===== config.mk =====
export PLATFORM = sky130hd
export DESIGN_NAME = alien_shot_scheduler
export DESIGN_NICKNAME = d
export VERILOG_FILES = /design/src/rtl/alien_shot_scheduler.sv
export SDC_FILE = /design/constraint.sdc
export NUM_CORES = 1
export LEC_CHECK = 0
export BUFFER_PORTS_ARGS = -buffer_cell sky130_fd_sc_hd__buf_2
export CORE_MARGIN = 10
export CORE_UTILIZATION = 39
export DETAILED_ROUTE_END_ITERATION = 12
export GPL_ROUTABILITY_DRIVEN = 0
export GPL_TIMING_DRIVEN = 0
export SLEW_MARGIN = 20
export SYNTH_ARGS = -nofsm -noshare
export SYNTH_HDL_FRONTEND = slang
export SYNTH_SLANG_ARGS = --single-unit

===== constraint.sdc =====
create_clock -name clk -period 2.55 [get_ports clk]
set_clock_uncertainty 0.05 [all_clocks]
set_input_delay 0.51 -clock clk [delete_from_list [all_inputs] [get_ports clk]]
set_output_delay 0.51 -clock clk [all_outputs]
set_load 0.01 [all_outputs]

===== src/rtl/alien_shot_scheduler.sv =====
// Alien shot scheduler: frame-paced shot timer, random-start live-column scan, one-cycle fire strobe.
// Latency: rand_req one cycle after the INTERVAL-th frame pulse; fire 3..2+NUM_COLS cycles after rand_req.
// Backpressure: shot_busy or an empty field holds the timer saturated until clear; committed shots are not stalled.
module alien_shot_scheduler #(
    parameter int NUM_COLS  = 8,
    parameter int RAND_BITS = 11,
    parameter int INTERVAL  = 50
) (
    input  logic                        clk,
    input  logic                        reset,
    input  logic                        enable,
    input  logic                        startOfFrame,
    input  logic [NUM_COLS-1:0]         alive_cols,
    input  logic                        shot_busy,
    input  logic [RAND_BITS-1:0]        rand_val,
    output logic                        rand_req,
    output logic                        fire,
    output logic [$clog2(NUM_COLS)-1:0] fire_col
);

    localparam int               COL_W      = $clog2(NUM_COLS);
    localparam int               SCAN_W     = COL_W + 1;
    localparam logic [SCAN_W-1:0] SCAN_END  = SCAN_W'(NUM_COLS);
    localparam logic [7:0]       INTERVAL_C = 8'(INTERVAL);

    typedef enum logic [2:0] {
        S_IDLE,
        S_COUNT,
        S_REQ,
        S_LATCH,
        S_SEARCH,
        S_FIRE
    } state_t;

    state_t              state_q, state_d;
    logic [7:0]          cnt_q, cnt_d;
    logic [COL_W-1:0]    idx_q, idx_d;
    logic [SCAN_W-1:0]   scan_cnt_q, scan_cnt_d;
    logic [COL_W-1:0]    fire_col_q, fire_col_d;
    logic                rand_req_q, rand_req_d;
    logic                fire_q, fire_d;

    // Only the low COL_W bits of the random value select a column.
    logic unused_rand;
    assign unused_rand = ^rand_val;

    always_comb begin
        state_d    = state_q;
        cnt_d      = cnt_q;
        idx_d      = idx_q;
        scan_cnt_d = scan_cnt_q;
        fire_col_d = fire_col_q;

        case (state_q)
            S_IDLE: begin
                cnt_d   = '0;
                state_d = S_COUNT;
            end
            S_COUNT: begin
                if (startOfFrame && (cnt_q < INTERVAL_C)) begin
                    cnt_d = cnt_q + 8'd1;
                end
                // Decide on the incremented count so REQ follows the last frame pulse directly.
                if ((cnt_d == INTERVAL_C) && !shot_busy && (|alive_cols)) begin
                    state_d = S_REQ;
                end
            end
            S_REQ: begin
                state_d = S_LATCH;
            end
            S_LATCH: begin
                idx_d      = rand_val[COL_W-1:0];
                scan_cnt_d = '0;
                state_d    = S_SEARCH;
            end
            S_SEARCH: begin
                if (alive_cols[idx_q]) begin
                    fire_col_d = idx_q;
                    state_d    = S_FIRE;
                end else begin
                    idx_d      = idx_q + 1'b1;
                    scan_cnt_d = scan_cnt_q + 1'b1;
                    // Failed sweep: counter stays saturated so the retry needs no new frames.
                    if (scan_cnt_d == SCAN_END) begin
                        state_d = S_COUNT;
                    end
                end
            end
            S_FIRE: begin
                cnt_d   = '0;
                state_d = S_COUNT;
            end
            default: begin
                state_d = S_IDLE;
            end
        endcase

        if (!enable) begin
            state_d    = S_IDLE;
            cnt_d      = '0;
            fire_col_d = fire_col_q;
        end

        rand_req_d = (state_d == S_REQ);
        fire_d     = (state_d == S_FIRE);
    end

    always_ff @(posedge clk) begin
        if (reset) begin
            state_q    <= S_IDLE;
            cnt_q      <= '0;
            idx_q      <= '0;
            scan_cnt_q <= '0;
            fire_col_q <= '0;
            rand_req_q <= 1'b0;
            fire_q     <= 1'b0;
        end else begin
            state_q    <= state_d;
            cnt_q      <= cnt_d;
            idx_q      <= idx_d;
            scan_cnt_q <= scan_cnt_d;
            fire_col_q <= fire_col_d;
            rand_req_q <= rand_req_d;
            fire_q     <= fire_d;
        end
    end

    assign rand_req = rand_req_q;
    assign fire     = fire_q;
    assign fire_col = fire_col_q;

endmodule


==> summary.md, run 1 <==
| Metric | Value |
|---|---|
| Largest net degree at the start of global routing | 14 |
| Wire per inst | 13.7 um |
| Vias | 1230 |
| Syn-to-layout area delta | 14.1% |
| Power per cell area | 389 nW/um^2 |
| Cell type with the largest total area after synthesis | dfxtp_1 |
| Post-cts sizing count | 0 |
| CP max stage cell | a21oi_1 |
| Status | complete, no violations |
| Final setup fails | 0 |
| Root buffer cell | clkbuf_4 |
| Share of layout cells above drive strength 1 | 16.9% |
| Leak | 0.547 nW |
| H-tree Lvls | 1 |
| Vias in the first global route | 1244 |
| Max Slew Vio Count | 0 |
| Most frequent cells in the layout | 23 x dfxtp_1, 21 x buf_2, 17 x nor2_1 |
| Clk sinks | 23 |
| Final Hold Fails | 0 |
| Share of the synthesized area in the top cell type | 35.1% |
| Hold Buf Count CTS | 0 |
| Post-synth cell types | 43 |
| First-pass GRT wire length | 5.41 mm |
| Final ANT Viol Nets | 0 |
| TritonCTS clock tree | built |
| Fin crit share | 81.4% |
| Mapped Nets | 186 |
| # IOs | 29 |
| Port Buf Inserts | 20 |
| Synth warn | 0 |
| Crit path kind | register to register |
| FP Rows | 21 |
| Clk buf depth | 2 |
| Drt first pass iters | 4 |
| Crit. End Element | register |
| Mapped Cells | 159 |
| WP data arrival | 2280 ps |
| Crit path max-delay family | compound AO/OA/AOI/OAI gates |
| Setup bufs post-CTS | 0 |
| Critical Path Source Type | register |
| Max VDD drop | 191 uV |
| Seq/Total Area, Yosys | 35.1% |
| Total Power | 0.583 mW |
| Worst path cell trace | nand2b_1 -> or2_0 -> clkbuf_1 -> a21oi_1 -> mux2_2 -> nor2_1 |
| Relative max-transition margin | 56.2% |
| WP data required | 2760 ps |
| Cts bufs inserted | 3 |
| Least-Margin Pin Slew | 655 ps |
| Dpl hpwl | 2.45 mm |
| Crit path max fanout | 7 |
| Tmin final | 2080 ps |
| Commonest non-fill, non-tap cell in the layout | dfxtp_1 |
| Main flop type after synthesis | dfxtp_1 |
| RSZ-0062 raised after global routing | false |
| Final setup TNS | 0 ps |
| Synth area leaders | dfxtp_1 35%, mux2i_1 5.3%, nor2_1 4.9% |
| Ys async rst share | 0% |
| # diodes | 0 |
| Initial antenna violation count | 0 |
| Max-cap violation count | 0 |
| Floorplan die width | 78.0 um |
| Hold Crit Class | primary input to register |
| Nets@finish | 211 |
| Worst skew pair latency | 310 ps |
| DR DRC count | 0 |
| Die Area | 6090 um^2 |
| FF+latch count, synth | 23 |
| Post-Syn Area | 1310 um^2 |
| Number of synthesized flops with an enable pin | 0 |
| Die height | 78.0 um |
| Initial core utilization | 40.0% |
| Syn Area/Cell | 8.25 um^2 |
| Filler Cell Count | 327 |
| Core Footprint | 3280 um^2 |
| Max Clk Rate | 0.482 GHz |
| WL final | 3.14 mm |
| CTS clk-pin slew, worst paths | 130 ps |
| WP buf/inv | 1 |
| GRT overflow | 0 |
| Via density per instance | 5.37 |
| Slowest Stage Delay on Critical Path | 480 ps |
| DR iter-0 viols | 88 |
| Total GRT Usage | 10.7% |
kinds of logic (layout without fill, tap and decap cells):
logic type | after synthesis | in the layout | share of synthesized area (%)
fa+ha+maj | 3 | 3 | 2.86
xor+xnor | 2 | 2 | 1.33
flops | 23 | 23 | 35.1
simple gates | 79 | 79 | 31.7
mux | 9 | 9 | 7.34
compound gates | 35 | 35 | 18.2
buf+inv | 8 | 32 | 3.53
synthesized netlist by cell type (3+ instances only):
| cell | n |
|---|---|
| a21oi_1 | 9 |
| a31oi_1 | 5 |
| and2_1 | 4 |
| clkbuf_1 | 4 |
| dfxtp_1 | 23 |
| ha_1 | 3 |
| mux2i_1 | 7 |
| nand2_1 | 15 |
| nand2b_1 | 6 |
| nand3_1 | 8 |
| nor2_1 | 17 |
| nor2b_1 | 6 |
| nor3_1 | 6 |
| nor3b_1 | 5 |
| nor4_1 | 3 |
| o21ai_0 | 3 |
where the power goes:
group | internal (mW) | switching, mW | total [mW]
clock network | 0.0586 | 0.109 | 0.167
registers | 0.361 | 0.00232 | 0.363
logic | 0.0227 | 0.0291 | 0.0518
state kept, by name, summed over array words and instances (netlist names):
name and cells:
idx_q 3, fire_col 3, cnt_q 8, scan_cnt_q 4, state_q 3, fire 1, rand_req 1
layout make-up:
class                           instances  area (um^2)  share of cell area [%]
Multi-Input combinational cell        128          806                    53.8
Tap cell                               46         57.6                    3.84
Timing Repair Buffer                   20          100                    6.68
Sequential cell                        23          460                    30.7
Buffer                                  7         42.5                    2.84
Clock buffer                            3         22.5                    1.50
Inverter                                1         3.75                   0.251
Clock inverter                          1         5.00                   0.334
metal layers:
metal / track usage (%) / share of wire, % / up-vias
li1: - / - / 636
met1: 11.1 / 42 / 574
met2: 20.1 / 54 / 16
met3: 2.16 / 2.7 / 4
met4: 4.84 / 1.6 / 0
met5: 0 / 0 / -
metrics by stage:
| stage | util, % | cells | hold WS (ps) | cell area (um^2) | worst slack [ps] |
|---|---|---|---|---|---|
| 2_1_floorplan | - | 159 | 408 | 1310 | 611 |
| 3_3_place_gp | 44.8 | 225 | 422 | 1470 | 363 |
| 3_5_place_dp | 44.8 | 225 | 442 | 1470 | 330 |
| 4_1_cts | 45.6 | 229 | 396 | 1500 | 482 |
| 5_1_grt | 45.6 | 229 | 415 | 1500 | 213 |
| 6_report | 45.6 | 229 | 412 | 1500 | 475 |
tightest hold or removal path, stage by stage:
cell	delay [ps]
buf_2	100
nor2_1	90
nor4_1	50
final timing paths:
| path | start | to | slack (ps) | cells after the start |
|---|---|---|---|---|
| worst max-delay path | state_q[2] | scan_cnt_q[0] | 470 | 6 |
| worst min-delay path | rand_val[1] | idx_q[1] | 410 | 3 |
| worst max register to register | state_q[2] | scan_cnt_q[0] | 470 | 6 |
| worst min register to register | cnt_q[7] | cnt_q[7] | 450 | 1 |
Power figures use the tool's default switching activity.
==> run 2, diff against run 1 <==
--- a/config.mk
+++ b/config.mk
@@ -5,6 +5,7 @@
 export SDC_FILE = /design/constraint.sdc
 export NUM_CORES = 1
 export LEC_CHECK = 0
+export ABC_AREA = 1
 export BUFFER_PORTS_ARGS = -buffer_cell sky130_fd_sc_hd__buf_2
 export CORE_MARGIN = 10
 export CORE_UTILIZATION = 39
==> constraint.sdc (replaced) <==
create_clock -name clk -period 1.97 [get_ports clk]
set_clock_uncertainty 0.05 [all_clocks]
set_input_delay 0.394 -clock clk [delete_from_list [all_inputs] [get_ports clk]]
set_output_delay 0.394 -clock clk [all_outputs]
set_load 0.01 [all_outputs]
==> run 2 against run 1 <==
Net effect: non-clock buffer count down 5; cell area increased by 1.0%; combinational power up 33%; hold slack lost 140 ps; first-iteration DRC count shrank 16%; sequential cell count stayed put; power increased by 31%; cell count grew 18%; clock-buffer cell count unchanged; critical path type unchanged; highest routed layer unchanged.
==> summary.md, run 2 <==
| Metric | Value |
|---|---|
| Status | complete, no violations |
| Die Area | 6130 um^2 |
| Clk sinks | 23 |
| Syn-to-layout area delta | 14.2% |
| H-tree Lvls | 1 |
| Hold Crit Class | primary input to register |
| Leak | 0.689 nW |
| Drt first pass iters | 4 |
| Wire per inst | 10.7 um |
| Seq/Total Area, Yosys | 34.7% |
| Final ANT Viol Nets | 0 |
| CP max stage cell | dfxtp_1 |
| Setup bufs post-CTS | 0 |
| Initial core utilization | 40.0% |
| Placed Cells | 267 |
| WL final | 2.89 mm |
| Core Footprint | 3310 um^2 |
| # IOs | 29 |
| Number of synthesized flops with an enable pin | 0 |
| Post-synth cell types | 22 |
| Crit. End Element | register |
| Wire length on met3 | 132 um |
| Cts bufs inserted | 3 |
| Commonest non-fill, non-tap cell in the layout | nand2_1 |
| WP data arrival | 1870 ps |
| Top layer in use | met4 |
| Critical Path Source Type | register |
| Sequential cell area | 460 um^2 |
| Relative max-transition margin | 66.3% |
| Post-cts sizing count | 0 |
| Vias in the first global route | 1180 |
| WP data required | 2140 ps |
| Max Clk Rate | 0.590 GHz |
| Slowest Stage Delay on Critical Path | 490 ps |
| DR iter-0 viols | 74 |
| Filler Cell Count | 379 |
| Nets@finish | 253 |
| Via density per instance | 4.73 |
| Least-Margin Pin Slew | 502 ps |
| FP Rows | 21 |
| Cell type with the largest total area after synthesis | dfxtp_1 |
| Metal-1 WL | 1.48 mm |
| Max FFs per register | 8 |
| Commonest cells post-synth | 53 x nand2_1, 23 x dfxtp_1, 22 x nand3_1, 22 x nor2_1, 21 x inv_1 |
| Post-Syn Area | 1330 um^2 |
| # diodes | 0 |
| Fin crit share | 86.0% |
| Most frequent cells in the layout | 53 x nand2_1, 23 x dfxtp_1, 22 x nor2_1, 22 x nand3_1 |
| Ys async rst share | 0% |
| CTS clk-pin slew, worst paths | 130 ps |
| Synth warn | 0 |
| Most flop-heavy register | cnt_q |
| Max-cap violation count | 0 |
| GRT overflow | 0 |
| Crit path kind | register to register |
| Main flop type after synthesis | dfxtp_1 |
| Largest net degree at the start of global routing | 15 |
| Synth area leaders | dfxtp_1 35%, nand2_1 15%, nand3_1 8.3% |
| Vias | 1282 |
| Post-route insts no fill | 271 |
| Mapped Cells | 201 |
| Max VDD drop | 251 uV |
| Share of layout cells above drive strength 1 | 16.9% |
| Total GRT Usage | 9.65% |
| Hold Buf Count CTS | 0 |
| Syn Area/Cell | 6.59 um^2 |
| DR DRC count | 0 |
| Worst skew pair latency | 310 ps |
| Final setup TNS | 0 ps |
| Met2 routed WL | 1.24 mm |
| Multi-input logic area | 754 um^2 |
| First-pass GRT wire length | 5.08 mm |
| RSZ-0062 raised after global routing | false |
| Final setup fails | 0 |
| Clk buf depth | 2 |
| TritonCTS clock tree | built |
| FF+latch count, synth | 23 |
| Mapped Nets | 228 |
| Crit path max fanout | 10 |
| Most frequent cell after synthesis | nand2_1 |
| Initial antenna violation count | 0 |
| Power per cell area | 503 nW/um^2 |
| Worst path cell trace | inv_2 -> o21ai_0 -> nand3_1 -> nand2_2 -> nand2_1 -> nand2_2 -> inv_2 -> o21ai_0 -> a21oi_1 |
| Dpl hpwl | 2.28 mm |
| Top Registers | cnt_q x8, scan_cnt_q x4 |
| Floorplan die width | 78.3 um |
| Tmin final | 1690 ps |
| Die height | 78.3 um |
| Root buffer cell | clkbuf_4 |
| Max Slew Vio Count | 0 |
| Port Buf Inserts | 20 |
| Final Hold Fails | 0 |
| Share of the synthesized area in the top cell type | 34.7% |
## run 2: logic make-up (layout without fill, tap and decap cells)
family | after synthesis | after routing | synth area share, %
simple gates | 112 | 112 | 39.3
compound gates | 33 | 33 | 12.8
flops | 23 | 23 | 34.7
xor+xnor | 3 | 3 | 1.98
fa+ha+maj | 3 | 3 | 2.83
buf+inv | 27 | 51 | 8.31
## run 2: per-layer routing
layer	up-vias	global-route usage, %
met4	0	4.30
li1	705	-
met3	4	2.16
met2	23	14.6
met1	550	12.8
met5	-	0
## run 2: layout make-up
cell class,instances,share of cell area (%)
Buffer,2,1.08
Clock buffer,3,1.49
Clock inverter,1,0.496
Inverter,25,6.20
Multi-Input combinational cell,151,49.9
Sequential cell,23,30.4
Tap cell,46,3.80
Timing Repair Buffer,20,6.62
## run 2: critical path: cells and delay by family, from the launching register on
kind	cells	cell delay, ps
AOI/OAI and AO/OA	3	380
buffers and inverters	2	200
DFF	1	490
and+or+nand+nor	4	480
## run 2: final timing paths
| kind | from | end | slack (ps) | depth (start not counted) |
|---|---|---|---|---|
| worst max-delay path | idx_q[0] | idx_q[0] | 280 | 9 |
| worst min-delay path | reset | scan_cnt_q[0] | 270 | 2 |
| worst max register to register | idx_q[0] | idx_q[0] | 280 | 9 |
| worst min register to register | cnt_q[5] | cnt_q[5] | 440 | 2 |
## run 2: through the flow
step	worst slack [ps]	hold WS, ps	area [um^2]	utilization [%]	power, mW
after floorplan	519	408	1330	-	0.521
after global placement	237	424	1480	44.8	0.550
after detailed placement	265	434	1480	44.8	0.550
after CTS	271	263	1510	45.7	0.775
after global routing	27.3	269	1510	45.7	0.795
final	276	271	1510	45.7	0.761
## run 2: report_power, final
group          internal (mW)  switching (mW)
combinational         0.0266          0.0425
sequential             0.467         0.00293
clock                 0.0774           0.144
total                  0.571           0.190
==> run 3, diff against run 2 <==
--- a/config.mk
+++ b/config.mk
@@ -5,7 +5,6 @@
 export SDC_FILE = /design/constraint.sdc
 export NUM_CORES = 1
 export LEC_CHECK = 0
-export ABC_AREA = 1
 export BUFFER_PORTS_ARGS = -buffer_cell sky130_fd_sc_hd__buf_2
 export CORE_MARGIN = 10
 export CORE_UTILIZATION = 39
==> constraint.sdc (replaced) <==
create_clock -name clk -period 1.4 [get_ports clk]
set_clock_uncertainty 0.05 [all_clocks]
set_input_delay 0.28 -clock clk [delete_from_list [all_inputs] [get_ports clk]]
set_output_delay 0.28 -clock clk [all_outputs]
set_load 0.01 [all_outputs]
==> run 3 against run 2 <==
Net effect: critical endpoint is now scan_cnt_q[0]; power increased by 46%; maximum frequency is 8.1% lower; via count rose by 4.0%; highest routed layer unchanged; critical path type unchanged; the flow now finishes with violations (negative setup slack).
==> summary.md, run 3 (synthesis results as in run 1) <==
| Metric | Value |
|---|---|
| Max FFs per register | 8 |
| Floorplan die width | 78.0 um |
| Critical Path Source | idx_q[0] |
| Total GRT Usage | 11.4% |
| Tmin final | 1840 ps |
| # IOs | 29 |
| Hold Slack | 186 ps |
| Hold Crit Endpoint | idx_q[1] |
| Leak | 0.691 nW |
| Wire per inst | 14.9 um |
| Max Clk Rate | 0.543 GHz |
| Final ANT Viol Nets | 0 |
| Crit path max fanout | 5 |
| Nets@finish | 225 |
| Least-Margin Pin Slew | 493 ps |
| Worst skew pair latency | 310 ps |
| Share of layout cells above drive strength 1 | 40.1% |
| Failing checks | negative setup slack |
| Hold Crit Class | primary input to register |
| # diodes | 0 |
| Worst reg2reg path endpoint | scan_cnt_q[0] |
| Crit. End Element | register |
| Worst R2R Setup Slack | -440 ps |
| Root buffer cell | clkbuf_4 |
| Worst R2R Start | idx_q[0] |
| CTS clk-pin slew, worst paths | 120 ps |
| Syn-to-layout area delta | 39.7% |
| DR DRC count | 0 |
| Cts bufs inserted | 3 |
| Most flop-heavy register | cnt_q |
| Via density per instance | 5.49 |
| First-pass GRT wire length | 5.85 mm |
| WP data arrival | 2050 ps |
| Max VDD drop | 294 uV |
| Top Registers | cnt_q x8, scan_cnt_q x4 |
| Relative max-transition margin | 67.2% |
| Most frequent cells in the layout | 20 x buf_2, 15 x nor2_1, 14 x nand2_1, 14 x dfxtp_1, 10 x buf_6 |
| Final Hold Fails | 0 |
| Worst reg2reg path depth | 8 |
| Initial antenna violation count | 0 |
| DR iter-0 viols | 92 |
| Hold Buf Count CTS | 0 |
| Vias in the first global route | 1308 |
| TritonCTS clock tree | built |
| Dpl hpwl | 2.45 mm |
| H-tree Lvls | 1 |
| Clk buf depth | 2 |
| Hold depth | 3 |
| Die Area | 6090 um^2 |
| Largest net degree at the start of global routing | 13 |
| WL final | 3.63 mm |
| Status | complete, but fails checks |
| GRT overflow | 0 |
| Vias | 1333 |
| Port Buf Inserts | 20 |
| Setup ws final | -443 ps |
| WP data required | 1600 ps |
| Final setup fails | 20 |
| FP Rows | 21 |
| Crit path kind | register to register |
| Initial core utilization | 40.0% |
| Final setup TNS | -4980 ps |
| Drt first pass iters | 4 |
| Power per cell area | 608 nW/um^2 |
| Max-cap violation count | 0 |
| Max Slew Vio Count | 0 |
| Critical Path Source Type | register |
| Clk sinks | 23 |
| Worst hold start | rand_val[1] |
| Die height | 78.0 um |
| RSZ-0062 raised after global routing | true |
| Commonest non-fill, non-tap cell in the layout | buf_2 |
| Core Footprint | 3280 um^2 |
| Fin crit share | 132% |
| Filler Cell Count | 321 |
run 3: worst max path at each step:
stage,end,slack (ps),cells after the start
after floorplan,idx_q[2],-420,7
after global placement,scan_cnt_q[0],-620,6
after detailed placement,scan_cnt_q[0],-650,6
after CTS,idx_q[2],-450,6
after global routing,scan_cnt_q[0],-510,8
final,scan_cnt_q[0],-440,8
run 3: repair_timing:
item / in CTS / in global routing
gates resized for setup: 25 / 23
buffers inserted: 13 / 4
pin swaps: 20 / 13
endpoints found under the setup margin: 21 / 23
run 3: routing by layer:
metal  vias to the layer above  routed length [um]  track usage, %
met2                        37                1710            18.3
met4                         0                  23            3.76
met5                         -                   0               0
met1                       631                1640            14.3
li1                        663                   -               -
met3                         2                 256            3.08
run 3: worst max-delay path, stage by stage, from the launching register on:
cell	delay (ps)
dfxtp_2	360
buf_6	120
mux2_4	310
a2bb2oi_4	150
buf_6	130
a21oi_4	160
buf_12	130
mux2_4	290
nor2_1	80
run 3: power by group:
group          switching (mW)  leakage, nW  internal (mW)
logic                  0.0693        0.485         0.0741
clock network           0.203       0.0150          0.111
registers             0.00456        0.191          0.652
run 3: area by class of cell:
class / count / area [um^2] / area share [%]
Buffer: 4 / 23.8 / 1.30
Clock buffer: 4 / 26.3 / 1.43
Inverter: 1 / 3.75 / 0.205
Multi-Input combinational cell: 128 / 968 / 52.8
Sequential cell: 23 / 479 / 26.1
Tap cell: 46 / 57.6 / 3.14
Timing Repair Buffer: 37 / 274 / 14.9
run 3: per-stage QoR:
stage                     std cells  util [%]  power, mW  setup slack [ps]  area, um^2
after CTS                       240      52.2       1.12              -453        1720
after global routing            243      55.8       1.18              -505        1830
after global placement          225      46.2      0.774              -619        1520
after detailed placement        225      46.2      0.777              -653        1520
after floorplan                 159         -      0.736              -417        1360
final                           243      55.8       1.11              -443        1830
